<file path="src/rtl/io_input_capture.sv">
// io_input_capture: synchronizes and debounces sw[9:0] and key[3:1], and latches
// key-press / switch-change events into sticky W1C registers on the MEM-stage bus.
// Ports:
//   ram_clock, resetn (async, active-low)
//   addr, datain, we  : shared MEM-stage bus
//   sw, key           : raw asynchronous pins
//   dataout, hit      : combinational read path
//   irq               : registered interrupt request
// Optional macro IO_CAPTURE_IRQ_EN adds the ien register at 0xffffffb0 and drives irq.
module io_input_capture #(
  parameter int DB_COUNT = 50000,
  parameter int DB_W     = 16
) (
  input  logic        ram_clock,
  input  logic        resetn,
  input  logic [31:0] addr,
  input  logic [31:0] datain,
  input  logic        we,
  input  logic [9:0]  sw,
  input  logic [3:1]  key,
  output logic [31:0] dataout,
  output logic        hit,
  output logic        irq
);

  localparam int N = 13;
  // Keys idle high, switches idle low.
  localparam logic [N-1:0] RST_V = {3'b111, 10'b0};
  localparam logic [DB_W-1:0] CNT_MAX = DB_W'(DB_COUNT - 1);

  logic [N-1:0]    raw;
  logic [N-1:0]    s1;
  logic [N-1:0]    s2;
  logic [N-1:0]    st;
  logic [N-1:0]    st_d;
  logic [DB_W-1:0] cnt [N];
  logic [3:1]      kev;
  logic            swev;

  logic a_sw;
  logic a_key;
  logic a_kev;
  logic a_swev;
  logic a_ien;

  logic [3:1] kev_set;
  logic [3:1] kev_clr;
  logic       swev_set;
  logic       swev_clr;

  assign raw = {key, sw};

  always_ff @(posedge ram_clock or negedge resetn) begin
    if (!resetn) begin
      s1 <= RST_V;
      s2 <= RST_V;
    end else begin
      s1 <= raw;
      s2 <= s1;
    end
  end

  always_ff @(posedge ram_clock or negedge resetn) begin
    if (!resetn) begin
      st <= RST_V;
      for (int i = 0; i < N; i++) begin
        cnt[i] <= '0;
      end
    end else begin
      for (int i = 0; i < N; i++) begin
        if (s2[i] == st[i]) begin
          cnt[i] <= '0;
        end else if (cnt[i] == CNT_MAX) begin
          st[i]  <= s2[i];
          cnt[i] <= '0;
        end else begin
          cnt[i] <= cnt[i] + 1'b1;
        end
      end
    end
  end

  assign a_sw   = (addr == 32'hffff_ff00);
  assign a_key  = (addr == 32'hffff_ff10);
  assign a_kev  = (addr == 32'hffff_ff90);
  assign a_swev = (addr == 32'hffff_ffa0);

  // Events are detected one edge after st moves, using a delayed copy.
  assign kev_set  = st_d[12:10] & ~st[12:10];
  assign swev_set = |(st_d[9:0] ^ st[9:0]);
  assign kev_clr  = (we && a_kev) ? datain[3:1] : 3'b0;
  assign swev_clr = we && a_swev && datain[0];

  // Set is OR-ed after the clear so a colliding event survives.
  always_ff @(posedge ram_clock or negedge resetn) begin
    if (!resetn) begin
      st_d <= RST_V;
      kev  <= '0;
      swev <= 1'b0;
    end else begin
      st_d <= st;
      kev  <= (kev & ~kev_clr) | kev_set;
      swev <= (swev & ~swev_clr) | swev_set;
    end
  end

`ifdef IO_CAPTURE_IRQ_EN
  logic [3:0] ien;
  logic       irq_q;

  assign a_ien = (addr == 32'hffff_ffb0);

  always_ff @(posedge ram_clock or negedge resetn) begin
    if (!resetn) begin
      ien   <= '0;
      irq_q <= 1'b0;
    end else begin
      if (we && a_ien) begin
        ien <= datain[3:0];
      end
      irq_q <= |({kev, swev} & ien);
    end
  end

  assign irq = irq_q;

  logic unused;
  assign unused = ^datain[31:4];
`else
  assign a_ien = 1'b0;
  assign irq   = 1'b0;

  logic unused;
  assign unused = ^datain[31:4];
`endif

  assign hit = a_sw | a_key | a_kev | a_swev | a_ien;

  always_comb begin
    dataout = '0;
    unique case (1'b1)
      a_sw:    dataout = {22'b0, st[9:0]};
      a_key:   dataout = {28'b0, st[12:10], 1'b1};
      a_kev:   dataout = {28'b0, kev, 1'b0};
      a_swev:  dataout = {31'b0, swev};
`ifdef IO_CAPTURE_IRQ_EN
      a_ien:   dataout = {28'b0, ien};
`endif
      default: dataout = '0;
    endcase
  end

endmodule

</file>
<file path="config.mk">
export PLATFORM = sky130hd
export DESIGN_NAME = io_input_capture
export DESIGN_NICKNAME = d
export VERILOG_FILES = /design/src/rtl/io_input_capture.sv
export SDC_FILE = /design/constraint.sdc
export NUM_CORES = 1
export LEC_CHECK = 0
export ABC_AREA = 1
export CORE_UTILIZATION = 64
export DETAILED_ROUTE_END_ITERATION = 8
export DONT_BUFFER_PORTS = 1
export PLACE_DENSITY_LB_ADDON = 0.15
export SYNTH_ARGS = -nofsm -noshare
export SYNTH_HDL_FRONTEND = slang
export SYNTH_SLANG_ARGS = --single-unit
</file>
<file path="constraint.sdc">
create_clock -name ram_clock -period 1.7 [get_ports ram_clock]
set_input_delay 0.34 -clock ram_clock [delete_from_list [all_inputs] [get_ports ram_clock]]
set_output_delay 0.34 -clock ram_clock [all_outputs]
set_load 0.05 [all_outputs]
</file>
* After elaboration in Yosys (flattened, before gate mapping)
Cells that the tools add are included.
** Cells by class
- $add $sub $neg :: 13
- Equal/unequal tests :: 30
- Mux-type cells :: 28
- Bitwise gates (word level) :: 25
- Reductions and logical operators :: 17
** Operator list (number)
- two-way mux 16 bit :: 26
- adder 16 x 1 -> 16 bit (second input constant) :: 13
- equality test 16 bit (second input constant) :: 13
- equality test 32 bit (second input constant) :: 4
- case mux 10 bit (4 select lines) :: 1
- AND reduction 2 bit :: 13
- inverter 1 bit :: 14
- equality test 1 bit :: 13
- OR reduction 10 bit :: 1
- bitwise XOR 10 bit :: 1
- AND 3 bit :: 2
- inverter 3 bit :: 2
- OR 1 bit :: 4
- logical AND 1 bit :: 3
- two-way mux 3 bit :: 1
- OR 3 bit :: 1
- AND 1 bit :: 1
** Word-level totals
- Register bits :: 264
- Input bits :: 80

* Depth between registers and ports, before layout
- Word-level depth :: 6
- Gate-level depth with buffers :: 9
- Mapped depth without buffers :: 9

* Worst setup path after synthesis
No wires, ideal clock.
- Kind :: in2out
- Start point :: in addr[0]
- End point :: out dataout[4]
- Data arrival time :: 1.637 ns
- Data required time :: 1.360 ns
- Setup slack :: -0.277 ns
- Stages on the path :: 7
- Buffers on the path :: 0
- Cells stage by stage :: inv_1 > nand2_1 > nor2_2 > nand3_1 > nor2_2 > nand2_1 > nor2_1
** On the way
- Word-level cells in the longest chain between the ends :: 2
- Elaborated cells between the ends (all ways) :: 5
- Those cells by class :: eq/ne: 4; mux: 1
** Ends and longest elaborated chain
- start, declared :: line 16 : input logic [31:0] addr,
- equality test 32 bit, on equally long branches
- case mux 10 bit (4 select lines) * :: line 141 : unique case (1'b1)
- end, declared :: line 21 : output logic [31:0] dataout,
Every way passes the cells marked *; elsewhere a longest branch is shown, timed or not.

* Final worst setup path
- Start point :: reg st[12]
- End point :: out dataout[3]
** On the way
- Word-level cells in the longest chain between the ends :: 1
** Ends and longest elaborated chain
- start, declared :: line 34 : logic [N-1:0] st;
- start signal, assigned by index :: line 74 : st[i] <= s2[i];
- case mux 10 bit (4 select lines) :: line 141
No other way between the ends.

==> flow_summary_export.csv <==
group,metric,value,unit
yosys,yosys.area_share.simple,0.356,
yosys,avgSynthCellArea,8.11,um2
sta,fin_setup_tns,-0.329,ns
power,p_per_area,829,nW/um2
cts,clkSinkCount,264,
setup_path,crit_path_end_kind,"output port",
sta,clock.fmax,0.559,GHz
routing,drc,0,
setup_path,critical_path_class,"flop to output port",
cts,cts_buffers,29,
setup_path,cp_cell_sequence,"nand3_2, nand3_2, buf_12",
sta,fin_ws,-0.0903,ns
yosys,synthFlopType,"dfrtp_1",
cts,h-tree-depth,1,
routing,avgRoutedWirePerCell,14.0,um
yosys,synth_top_family_by_area,"simple AND/OR/NAND/NOR gates",
layout,fin_nets,1862,
layout,drive_gt1_frac,0.126,
sta,max_slew_margin,0.531,
routing,drt_iter0_drc,673,
grt,overflow,0,
setup_path,worst-path-buf-inv,1,
yosys,synth.area.top_cells,"dfrtp_1 46%, nor2_1 10%, nand2_1 8.0%, inv_1 5.4%, xor2_1 4.4%",
sta,maxSlewViolCount,0,
floorplanning,die_y,148,um
routing,vias_per_cell,5.44,
routing,drtAntennaViolNets,0,
sta,worstMarginPinSlew,0.704,ns
sta,whs,-0.505,ns
yosys,synth_edf_count,0,
status,violations,"negative hold slack, negative setup slack",
floorplanning,start_util,0.651,
yosys,synth_top_area_frac,0.461,
yosys,synth_cells,1688,
setup_path,rr_endpoint,"cnt[127]",
yosys,yosysMostFrequentCell,"nor2_1",
cts,insertion_delay,0.55,ns
setup_path,cp_data_arrival_time,1.45,ns
power,total_power,13.1,mW
placed_design,gp_congestion,0.941,
yosys,synthMuxAreaShare,0,
power,peakVddDrop,0.000797,V
cts,root_buffer,"clkbuf_16",
layout,area_delta_synth_final,15.7,%
sta,skew,0.0196,ns
sta,rsz0062_at_grt,"true",
sta,setup-violations-final,9,
grt,grt_usage,0.273,
floorplanning,num_rows,53,
cts,clkTransAtPathRegs,0.06,ns
yosys,ys_types,37,
yosys,synth-async-reset-ratio,1.00,
floorplanning,core-area,21000,um2
setup_path,slowest_delay,0.57,ns
yosys,yosysWarnings,0,
cts,clockBufferDepth,3,
yosys,synthAdderAreaFrac,0.0119,
yosys,synth-compound-area-share,0.0234,
setup_path,r2r_start,"cnt[112]",
cts,hold_buffers,15,
status,status,"finished with violations",
floorplanning,die_x,148,um
run,max_cap_violations,0,
setup_path,critical_path.top_delay_family,"flip-flops",
layout,antennaDiodeCount,0,
yosys,synth_common_cells,"382 x nor2_1, 292 x nand2_1, 252 x dfrtp_1, 197 x inv_1, 114 x nand3_1",
layout,utilization,0.754,
yosys,netlist_area,13700,um2
grt,grt_max_degree,265,
floorplanning,io_pins,114,
setup_path,cp_slowest_cell,"dfstp_2",
sta,hold_viol,263,
grt,grt_pass1_vias,10800,
yosys,yosys.area.top_type,"dfrtp_1",
floorplanning,die_area,22000,um2
placed_design,port-buffer-count,0,
setup_path,cp-start-kind,"flop",
routing,vias,11200,
routing,routed_wl,29000,um
setup_path,crit_fanout,2,
yosys,synth_xor_area_frac,0.0556,
cts,tritoncts,"yes",
grt,grt_pass1_wl,49300,um
setup_path,cp.required,1.36,ns
setup_path,path_common_cell,"nand3_2",
power,p_leak,6.87,nW
yosys,ys_ff_latch,264,
grt,antenna_found_initial,0,
placed_design,hpwlAfterDp,19600,um
routing,dr.pass1.iters,5,
yosys,yosysSeqAreaShare,0.484,
hold_path,hp-class,"input port to asynchronous set/reset pin",
sta,period_share,1.05,
setup_path,r2r.worst_path.cells,8,
setup_path,rrSetupSlack,0.12,ns
sta,period_needed,1.79,ns
layout make-up:
cell class | instances | area [um2]
clock inverter | 6 | 36.3
sequential | 264 | 6630
tap | 275 | 344
multi-input combinational | 1217 | 6440
clock buffer | 48 | 927
fill | 1557 | 5180
timing repair buffer | 52 | 657
inverter | 205 | 812
power by group:
part | internal (mW) | switching (mW)
Clock | 3.70 | 2.48
Combinational | 0.148 | 0.319
Sequential | 6.40 | 0.0865
cell usage in the layout, fill, tap and decap left out, types with 5 or more instances in the layout:
cell	netlist	routed
nor2_1	382	371
nand2_1	292	284
dfrtp_1	252	248
inv_1	197	191
nor3_1	104	104
nand3_1	114	102
xor2_1	69	69
nand4_1	49	49
a21oi_1	34	34
clkbuf_16	0	31
conb_1	1	23
nand3_2	16	22
nor3_2	16	16
xnor2_1	16	16
buf_4	24	16
dlygate4sd3_1	0	15
buf_12	0	14
nand2_2	10	13
nor2_4	2	13
clkbuf_8	0	13
nor4_1	12	12
ha_1	13	12
dfstp_2	12	12
nor3b_2	11	11
inv_2	8	10
a31oi_1	10	10
nor3_4	8	8
nand2_4	2	7
nand3_4	1	7
nor2_2	6	6
clkbuf_1	0	6
nor3b_1	5	5
buf_6	0	5
what timing repair did:
action	4_1_cts	5_1_grt
pin swaps	13	16
setup buffers	7	4
cloned	0	2
hold endpoints to repair	278	264
setup endpoints to repair	11	23
resized for setup	41	27
through the flow:
| step | hold WS (ns) | area, um2 | worst slack, ns | cells |
|---|---|---|---|---|
| global route | -0.520 | 15800 | -0.118 | 2067 |
| floorplan | 0.0444 | 13800 | -0.0344 | 1710 |
| global placement | 0.0497 | 14300 | -0.0875 | 1985 |
| CTS | -0.520 | 15600 | -0.113 | 2061 |
| finish | -0.505 | 15800 | -0.0903 | 2067 |
| detailed placement | 0.0495 | 14300 | -0.111 | 1985 |
cells by family after synthesis:
group / after synthesis
flip-flops: 264
other: 1
XOR/XNOR: 86
adder cells (fa/ha/maj): 13
AO/OA/AOI/OAI: 58
AND/OR/NAND/NOR: 1037
buffers and inverters: 229
layer usage:
layer  vias up  GRT usage  routed length [um]
li1       5551          -                   -
met3        62     0.0344                1270
met1      5329      0.375               13000
met4         0     0.0784                 665
met5         -          0                   0
met2       302      0.456               14100
worst max path at each step:
stage	cells past startpoint	start	to	slack, ns
2_1_floorplan	7	addr[0]	dataout[4]	-0.03
3_3_place_gp	9	addr[0]	dataout[5]	-0.09
3_5_place_dp	9	addr[0]	dataout[7]	-0.11
4_1_cts	3	st[12]	dataout[3]	-0.11
5_1_grt	3	st[12]	dataout[3]	-0.12
6_report	3	st[12]	dataout[3]	-0.09
flip-flops by register name, summed over array words and instances, names as in the netlist:
register	cells
cnt	208
kev	3
s1	13
s2	13
st	13
st_d	13
swev	1
Note: power is estimated with default switching activity, not from simulation.
